--- config.mk ---
export PLATFORM = sky130hd
export DESIGN_NAME = panel_input
export DESIGN_NICKNAME = d
export VERILOG_FILES = /design/src/rtl/panel_pkg.sv /design/src/rtl/key_debounce.sv /design/src/rtl/panel_input.sv
export SDC_FILE = /design/constraint.sdc
export NUM_CORES = 1
export LEC_CHECK = 0
export ABC_AREA = 0
export CAP_MARGIN = 5
export CORE_MARGIN = 2
export CORE_UTILIZATION = 61
export DETAILED_ROUTE_END_ITERATION = 16
export GPL_ROUTABILITY_DRIVEN = 1
export PLACE_DENSITY = 0.86
export SLEW_MARGIN = 5
export SYNTH_ARGS = -nofsm -noshare
export SYNTH_HDL_FRONTEND = slang
export SYNTH_SLANG_ARGS = --single-unit
export TNS_END_PERCENT = 1
--- constraint.sdc ---
create_clock -name panel_clk -period 4.27 [get_ports panel_clk]
set_input_delay 0.427 -clock panel_clk [delete_from_list [all_inputs] [get_ports panel_clk]]
set_output_delay 0.427 -clock panel_clk [all_outputs]
set_load 0.02 [all_outputs]
--- src/rtl/panel_pkg.sv ---
// Shared definitions for the front-panel input block: the write-handshake
// state encoding and the default key debounce length.
package panel_pkg;

    // Consecutive stable cycles needed before a key level change is accepted.
    localparam int DEBOUNCE_CYCLES_DEFAULT = 16;

    // IDLE accepts key presses; WAIT_ACK holds a memory write until acknowledged.
    typedef enum logic {
        IDLE     = 1'b0,
        WAIT_ACK = 1'b1
    } panel_state_t;

endpackage

--- src/rtl/key_debounce.sv ---
// One pushbutton conditioner: 2-flop synchronizer, debounce counter, and a
// single-cycle press pulse on each accepted high-to-low (press) transition.
// Keys are active-low, so the released level is 1.
module key_debounce
    import panel_pkg::*;
#(
    parameter int DEBOUNCE_CYCLES = DEBOUNCE_CYCLES_DEFAULT
) (
    input  logic panel_clk,
    input  logic rst_n,
    input  logic key_raw,
    output logic press
);

    localparam logic [15:0] COUNT_LAST = 16'(DEBOUNCE_CYCLES - 1);

    logic        sync_1;
    logic        sync_2;
    logic        stable;
    logic        stable_d1;
    logic [15:0] count;

    // Bring the raw key into the clock domain; reset treats every key as released.
    always_ff @(posedge panel_clk or negedge rst_n) begin
        if (!rst_n) begin
            sync_1 <= 1'b1;
            sync_2 <= 1'b1;
        end else begin
            sync_1 <= key_raw;
            sync_2 <= sync_1;
        end
    end

    // Count consecutive disagreeing cycles; any agreeing cycle restarts the count.
    always_ff @(posedge panel_clk or negedge rst_n) begin
        if (!rst_n) begin
            stable <= 1'b1;
            count  <= '0;
        end else if (sync_2 == stable) begin
            count <= '0;
        end else if (count == COUNT_LAST) begin
            stable <= sync_2;
            count  <= '0;
        end else begin
            count <= count + 16'd1;
        end
    end

    // Registered edge detect: pulse only when the stable level falls (press), never on release.
    always_ff @(posedge panel_clk or negedge rst_n) begin
        if (!rst_n) begin
            stable_d1 <= 1'b1;
            press     <= 1'b0;
        end else begin
            stable_d1 <= stable;
            press     <= stable_d1 & ~stable;
        end
    end

endmodule

--- src/rtl/panel_input.sv ---
// Front-panel loader: three debounced keys set a memory address, write a data
// byte through a req/ack handshake, or request a CPU run.
// Optional feature macro: PANEL_AUTOINC_EN -- when defined, each completed
// write also advances load_addr (wrapping 0xFF -> 0x00).
module panel_input
    import panel_pkg::*;
#(
    parameter int DEBOUNCE_CYCLES = DEBOUNCE_CYCLES_DEFAULT
) (
    input  logic       panel_clk,
    input  logic       rst_n,
    input  logic [7:0] SW,
    input  logic       KEY_addr,
    input  logic       KEY_data,
    input  logic       KEY_run,
    input  logic       mem_wr_ack,
    output logic [7:0] load_addr,
    output logic [7:0] load_data,
    output logic       mem_wr_req,
    output logic       load_busy,
    output logic       run_req,
    output logic [7:0] wr_count
);

`ifdef PANEL_AUTOINC_EN
    localparam bit AUTOINC = 1'b1;
`else
    localparam bit AUTOINC = 1'b0;
`endif

    panel_state_t state;
    logic         addr_press;
    logic         data_press;
    logic         run_press;

    key_debounce #(.DEBOUNCE_CYCLES(DEBOUNCE_CYCLES)) u_key_addr (
        .panel_clk (panel_clk),
        .rst_n     (rst_n),
        .key_raw   (KEY_addr),
        .press     (addr_press)
    );

    key_debounce #(.DEBOUNCE_CYCLES(DEBOUNCE_CYCLES)) u_key_data (
        .panel_clk (panel_clk),
        .rst_n     (rst_n),
        .key_raw   (KEY_data),
        .press     (data_press)
    );

    key_debounce #(.DEBOUNCE_CYCLES(DEBOUNCE_CYCLES)) u_key_run (
        .panel_clk (panel_clk),
        .rst_n     (rst_n),
        .key_raw   (KEY_run),
        .press     (run_press)
    );

    assign load_busy = (state == WAIT_ACK);

    // Panel FSM: presses act only in IDLE (data > addr > run), a write parks in WAIT_ACK until acked.
    always_ff @(posedge panel_clk or negedge rst_n) begin
        if (!rst_n) begin
            state      <= IDLE;
            load_addr  <= 8'h00;
            load_data  <= 8'h00;
            mem_wr_req <= 1'b0;
            run_req    <= 1'b0;
            wr_count   <= 8'h00;
        end else begin
            run_req <= 1'b0;
            case (state)
                IDLE: begin
                    if (data_press) begin
                        load_data  <= SW;
                        mem_wr_req <= 1'b1;
                        state      <= WAIT_ACK;
                    end else if (addr_press) begin
                        load_addr <= SW;
                    end else if (run_press) begin
                        run_req <= 1'b1;
                    end
                end
                WAIT_ACK: begin
                    if (mem_wr_ack) begin
                        mem_wr_req <= 1'b0;
                        wr_count   <= wr_count + 8'd1;
                        if (AUTOINC) begin
                            load_addr <= load_addr + 8'd1;
                        end
                        state <= IDLE;
                    end
                end
                default: begin
                    state <= IDLE;
                end
            endcase
        end
    end

endmodule

### Word-level counts from Yosys, hierarchy flattened

Index checks and enable logic that the tools add are counted.

* register bits after elaboration: 90
* input bits: 14
* output and inout port bits: 27
* logic and storage cells: 70

* $add $sub $neg: 4
* equal/unequal tests: 8
* multiplexer cells: 16
* bitwise logic cells: 11
* reduce and logical (&&, ||, !) cells: 7

Operator list (count)
* $mux W16: 6
* $add A16 B1 Y16 const B: 3
* $eq A16 B4 Y1 const B: 3
* $reduce_and A2 Y1: 6
* $add A8 B1 Y8 const B: 1
* $mux W1: 8
* $not A1 Y1: 8
* $pmux W1 S2: 2
* $and A1 B1 Y1: 3
* $eq A1 B1 Y1: 3
* $reduce_and A3 Y1: 1
* $ne A2 B1 Y1 const B: 1
* $ne A2 B2 Y1 const B: 1

### Depth between registers and ports, before layout

* depth after elaboration: 4
* mapped depth: 6
* mapped depth without buffers: 5

### Cells and area by module

A second synthesis with hierarchy kept.

* cells, all modules: 349
* area total of the unflattened synthesis: 4033.9 µm²

By module, submodules not included
* key_debounce: instances 3, cells each 86, area each 983.4 µm², seq. area each 530.5 µm²
* panel_input: instances 1, cells each 91, area each 1083.5 µm², seq. area each 675.6 µm²

### Worst setup path after synthesis

Ideal clock, no wire load.

* kind: register to register
* start point: register u_key_data.count[0]
* end point: register u_key_data.count[10]
* library setup time: 0.119 ns
* arrival time: 1.341 ns
* data required time: 4.151 ns
* setup slack: 2.811 ns
* stages on the path, launching flop included: 7
* path buffers: 1
* clock period less this slack: 1.459 ns
* cell sequence: dfrtp_1 -> ha_1 -> nand3_2 -> nand4b_1 -> nand2_2 -> buf_4 -> nor2_1

* cells in the longest elaborated chain, start to end: 3
* elaborated cells between the ends (all ways): 4
* classes of those cells: 1 x add/sub; 1 x eq/ne; 2 x mux

RTL lines
* start: declaration: line key_debounce.sv:21 `logic [15:0] count;`
* start signal: assignment: line key_debounce.sv:45 `count <= count + 16'd1;`
* $add A16 B1 Y16 or $eq A16 B4 Y1 (tied branches): line key_debounce.sv:45, key_debounce.sv:41
* $mux W16 *: line key_debounce.sv:41 `end else if (count == COUNT_LAST) begin`
* $mux W16 *: line key_debounce.sv:39 `end else if (sync_2 == stable) begin`

Mark *: on every way between the ends. The rest lies on a longest branch, timed or not.
A chain may end at the register's enable or synchronous reset.

### Final worst setup path

* start point: register state (netlist: load_busy)
* end point: output port load_busy

RTL lines
* start: declaration: line panel_input.sv:31 `panel_state_t state;`
* start signal: assignment: line panel_input.sv:62 `state <= IDLE;`
* start signal: assignment: line panel_input.sv:75 `state <= WAIT_ACK;`
* start signal: assignment: line panel_input.sv:89 `state <= IDLE;`
* end: declaration: line panel_input.sv:20 `output logic load_busy,`

No word-level cell between the ends.

==> results.md <==
| Item | This run |
|---|---|
| Sequential cell fraction of total power | 51.7% |
| Layout cells sized above 1 | 17.8% |
| Simple-gate area share of the yosys netlist | 22.1% |
| Vertical die dimension | 84.5 um |
| Worst setup EP type | output pin |
| Hold WC Path Type | input pin to asynchronous set/reset pin |
| R2R Path End | u_key_data.count[9] |
| Core footprint | 0.00631 mm2 |
| Post-CTS setup buffer count | 0 |
| Clock sink count | 90 |
| Fraction of the mapped netlist area in compound gates | 0.158% |
| Total wire length after detailed routing | 7.02 mm |
| CTS Buffer Depth | 2 |
| Number of diodes added for antenna fixing | 0 |
| Half-perimeter wire length after placement | 4.62 mm |
| First-pass iteration count of the detailed router | 5 |
| Switching pwr | 0.428 mW |
| Crit path max-delay family | buffers and inverters |
| Slowest library cell on the worst path | clkdlybuf4s50_1 |
| Final layout net count | 396 |
| Die Footprint | 0.00714 mm2 |
| Arithmetic-cell share of the synthesized area counting full adders, half adders and majority gates | 1.27% |
| Cell at the root of the clock tree | clkbuf_8 |
| Insertion delay to the later sink of the worst-skew pair | 0.36 ns |
| Tcrit/Tclk final | 43.6% |
| Sequential share of the synthesized area | 57.4% |
| Area growth syn-to-layout | 17.6% |
| Reg2Reg Depth | 5 |
| Count of nets left with antenna violations after detail routing | 0 |
| Flop and latch count out of synthesis | 90 |
| Fmax achieved | 0.538 GHz |
| CP startpoint | load_busy |
| Hold violation total from the final report | 0 |
| Slew headroom | 28.1% |
| Outcome | finished clean |
| Class of the most critical setup path | flop to output pin |
| Required time worst endpoint | 3.84 ns |
| Die Span X | 84.5 um |
| Setup repair after global routing missed its margin | false |
| Min Tclk post-route | 1.86 ns |
| Wire length of the first global-routing pass | 12.2 mm |
| Highest cell delay on the worst timing path | 0.65 ns |
| Critical path launch point type | flop |
| Per-instance average area after synthesis | 11.8 um2 |
| Net switching share of the total power | 24.0% |
| Clock tree from TritonCTS | yes |
| Slew at the pin with the worst max-slew slack | 1.08 ns |
| Setup-violating endpoint count in the final report | 0 |
| Routability Congestion | 0.822 |
| Quantity of I/O buffers inserted on ports | 40 |
| Crit path cell chain | clkdlybuf4s50_1 |
| DRC errors left | 0 |
| Post-Syn Nets | 353 |
| Number of design-rule violations left by the first detailed-router iteration | 184 |
| Max IR drop VDD | 0.347 mV |
| IO Pins | 41 |
| Total internal power | 1.36 mW |
| Routed wirelength normalized by instance count | 15.3 um |
| Main combinational cell family by area after synthesis | simple AND/OR/NAND/NOR gates |
| Launch point of the worst reg-to-reg path | u_key_data.count[0] |
| Proportion of power drawn by the clock network | 39.4% |
| Power per cell area | 384 mW/mm2 |
| Post-detailed-route via-to-cell ratio | 5.66 |
| GRT Residual Overflow | 0 |
| Static leakage | 1.94 nW |
| Largest fanout of any net on the critical path | 6 |
| Max Transition Viols Final | 0 |
| Multiplexer area fraction after synthesis | 5.70% |
| Xor and xnor area share after synthesis | 11.5% |
| Post-layout total power | 1.79 mW |
| Accumulated negative setup slack | 0 ns |
| Buffers plus inverters on the worst setup path | 1 |
| Num rows | 29 |
| Count of unique library cells instantiated by Yosys | 32 |
| GRT Overall Usage | 21.5% |
| Htree depth | 3 |
| Mapped Cells | 335 |
| Hold-fix buffers, CTS | 0 |
| Data arrival time of the critical path | 1.43 ns |
| Area of the mapped netlist | 0.00395 mm2 |
| Synthesis warning total | 0 |
| Combinational group share of total power | 8.9% |
| Number of global-route vias before repair | 2,604 |
| Internal reg-to-reg setup slack | 2.62 ns |
| Post-CTS clock slew at the launch and capture registers of the worst setup and hold paths | 0.09 ns |
| Number of antenna violations at the first check in global routing | 0 |
| Cts repair resizes | 0 |
| Effective utilization at floorplan | 62.6% |
| TritonCTS Buffers | 9 |
| Number of filler instances in the final layout | 452 |
| Reported max-cap violation count | 0 |
| Clk_skew | 0.00861 ns |
| Pin count of the biggest net entering global routing | 91 |
| Total via count after detailed routing | 2,604 |
## routing by layer
layer,GRT usage [%],vias up,part of all wire (%)
met2,35.7,60,52
met1,27.9,1298,43
met3,4.13,11,3.4
met5,0,-,0
li1,-,1235,-
met4,9.24,0,1.6
## layout by cell type, fill, tap and decap left out, types with 10 or more instances in the layout
cell / instances
dfstp_2: 12
nand3_1: 16
xnor2_1: 42
mux2_2: 18
nor4_2: 10
xor2_1: 10
nor3_1: 14
nand2_1: 13
dfrtp_1: 78
nand4_1: 11
nor2_1: 52
clkdlybuf4s50_1: 39
## synth_stat cells
cell,n,area [um2]
nand2_1,13,48.8
mux2_1,2,22.5
dfstp_2,12,315
and3_1,7,43.8
xnor2_1,42,368
nor4b_1,1,8.76
nor2_2,2,12.5
nor4_4,1,21.3
and2_1,2,12.5
nor3_1,14,70.1
nand4b_1,1,8.76
nand2b_1,1,6.26
ha_1,4,50.1
buf_2,4,20.0
nand3_1,16,80.1
xor2_1,10,87.6
clkbuf_2,2,10.0
nor4_2,10,125
buf_4,2,15.0
nor4_1,9,56.3
nand2_2,3,18.8
nand4_1,11,68.8
and4_1,1,8.76
dfrtp_1,78,1950
nand3_2,1,10.0
nand4_2,3,37.5
nand4_4,1,21.3
o22ai_1,1,6.26
nor2_1,52,195
mux2_2,18,203
inv_1,8,30.0
nor2b_1,3,18.8
## registers in the layout (all words and copies together) (netlist names), 8 cells and up
signal	flops
u_key_addr.count	16
u_key_data.count	16
u_key_run.count	16
load_addr	8
load_data	8
wr_count	8
## stage by stage
stage | cell area (um2) | setup WS [ns] | hold slack (ns) | std cells | util, %
after floorplan | 3950 | 2.81 | 0.131 | 335 | -
after global placement | 4400 | 2.50 | 0.346 | 444 | 69.7
after detailed placement | 4400 | 2.46 | 0.347 | 444 | 69.7
after CTS | 4650 | 2.39 | 0.299 | 460 | 73.6
after global routing | 4650 | 2.35 | 0.349 | 460 | 73.6
final | 4650 | 2.41 | 0.236 | 460 | 73.6
## worst max-delay path by stage
stage	to	slack, ns	depth (start not counted)
global route	load_busy	2.35	1
finish	load_busy	2.41	1
detailed placement	wr_count[7]	2.46	5
CTS	wr_count[0]	2.39	1
floorplan	u_key_data.count[10]	2.81	6
global placement	wr_count[5]	2.50	5
## logic make-up after synthesis
family                     after synthesis
adders and majority gates                4
buffers and inverters                   16
AOI/OAI and AO/OA                        1
and+or+nand+nor                        152
muxes                                   20
xor gates and xnor gates                52
DFF                                     90
## area by class of cell
class	count	area (um2)	area share, %
clock buffer	9	124	2.66
clock inverter	7	124	2.66
inverter	8	30.0	0.646
multi-input combinational	229	1610	34.6
sequential	90	2270	48.8
tap	77	96.3	2.07
timing repair buffer	40	398	8.56
## power groups by stage
| stage | logic [mW] | registers, mW | clock network [mW] |
|---|---|---|---|
| finish | 0.159 | 0.924 | 0.703 |
| global route | 0.174 | 0.928 | 0.754 |
| CTS | 0.162 | 0.924 | 0.719 |
| detailed placement | 0.160 | 0.940 | 0 |
| global placement | 0.154 | 0.938 | 0 |
| floorplan | 0.0463 | 0.960 | 0 |
Power figures use the tool's default switching activity.
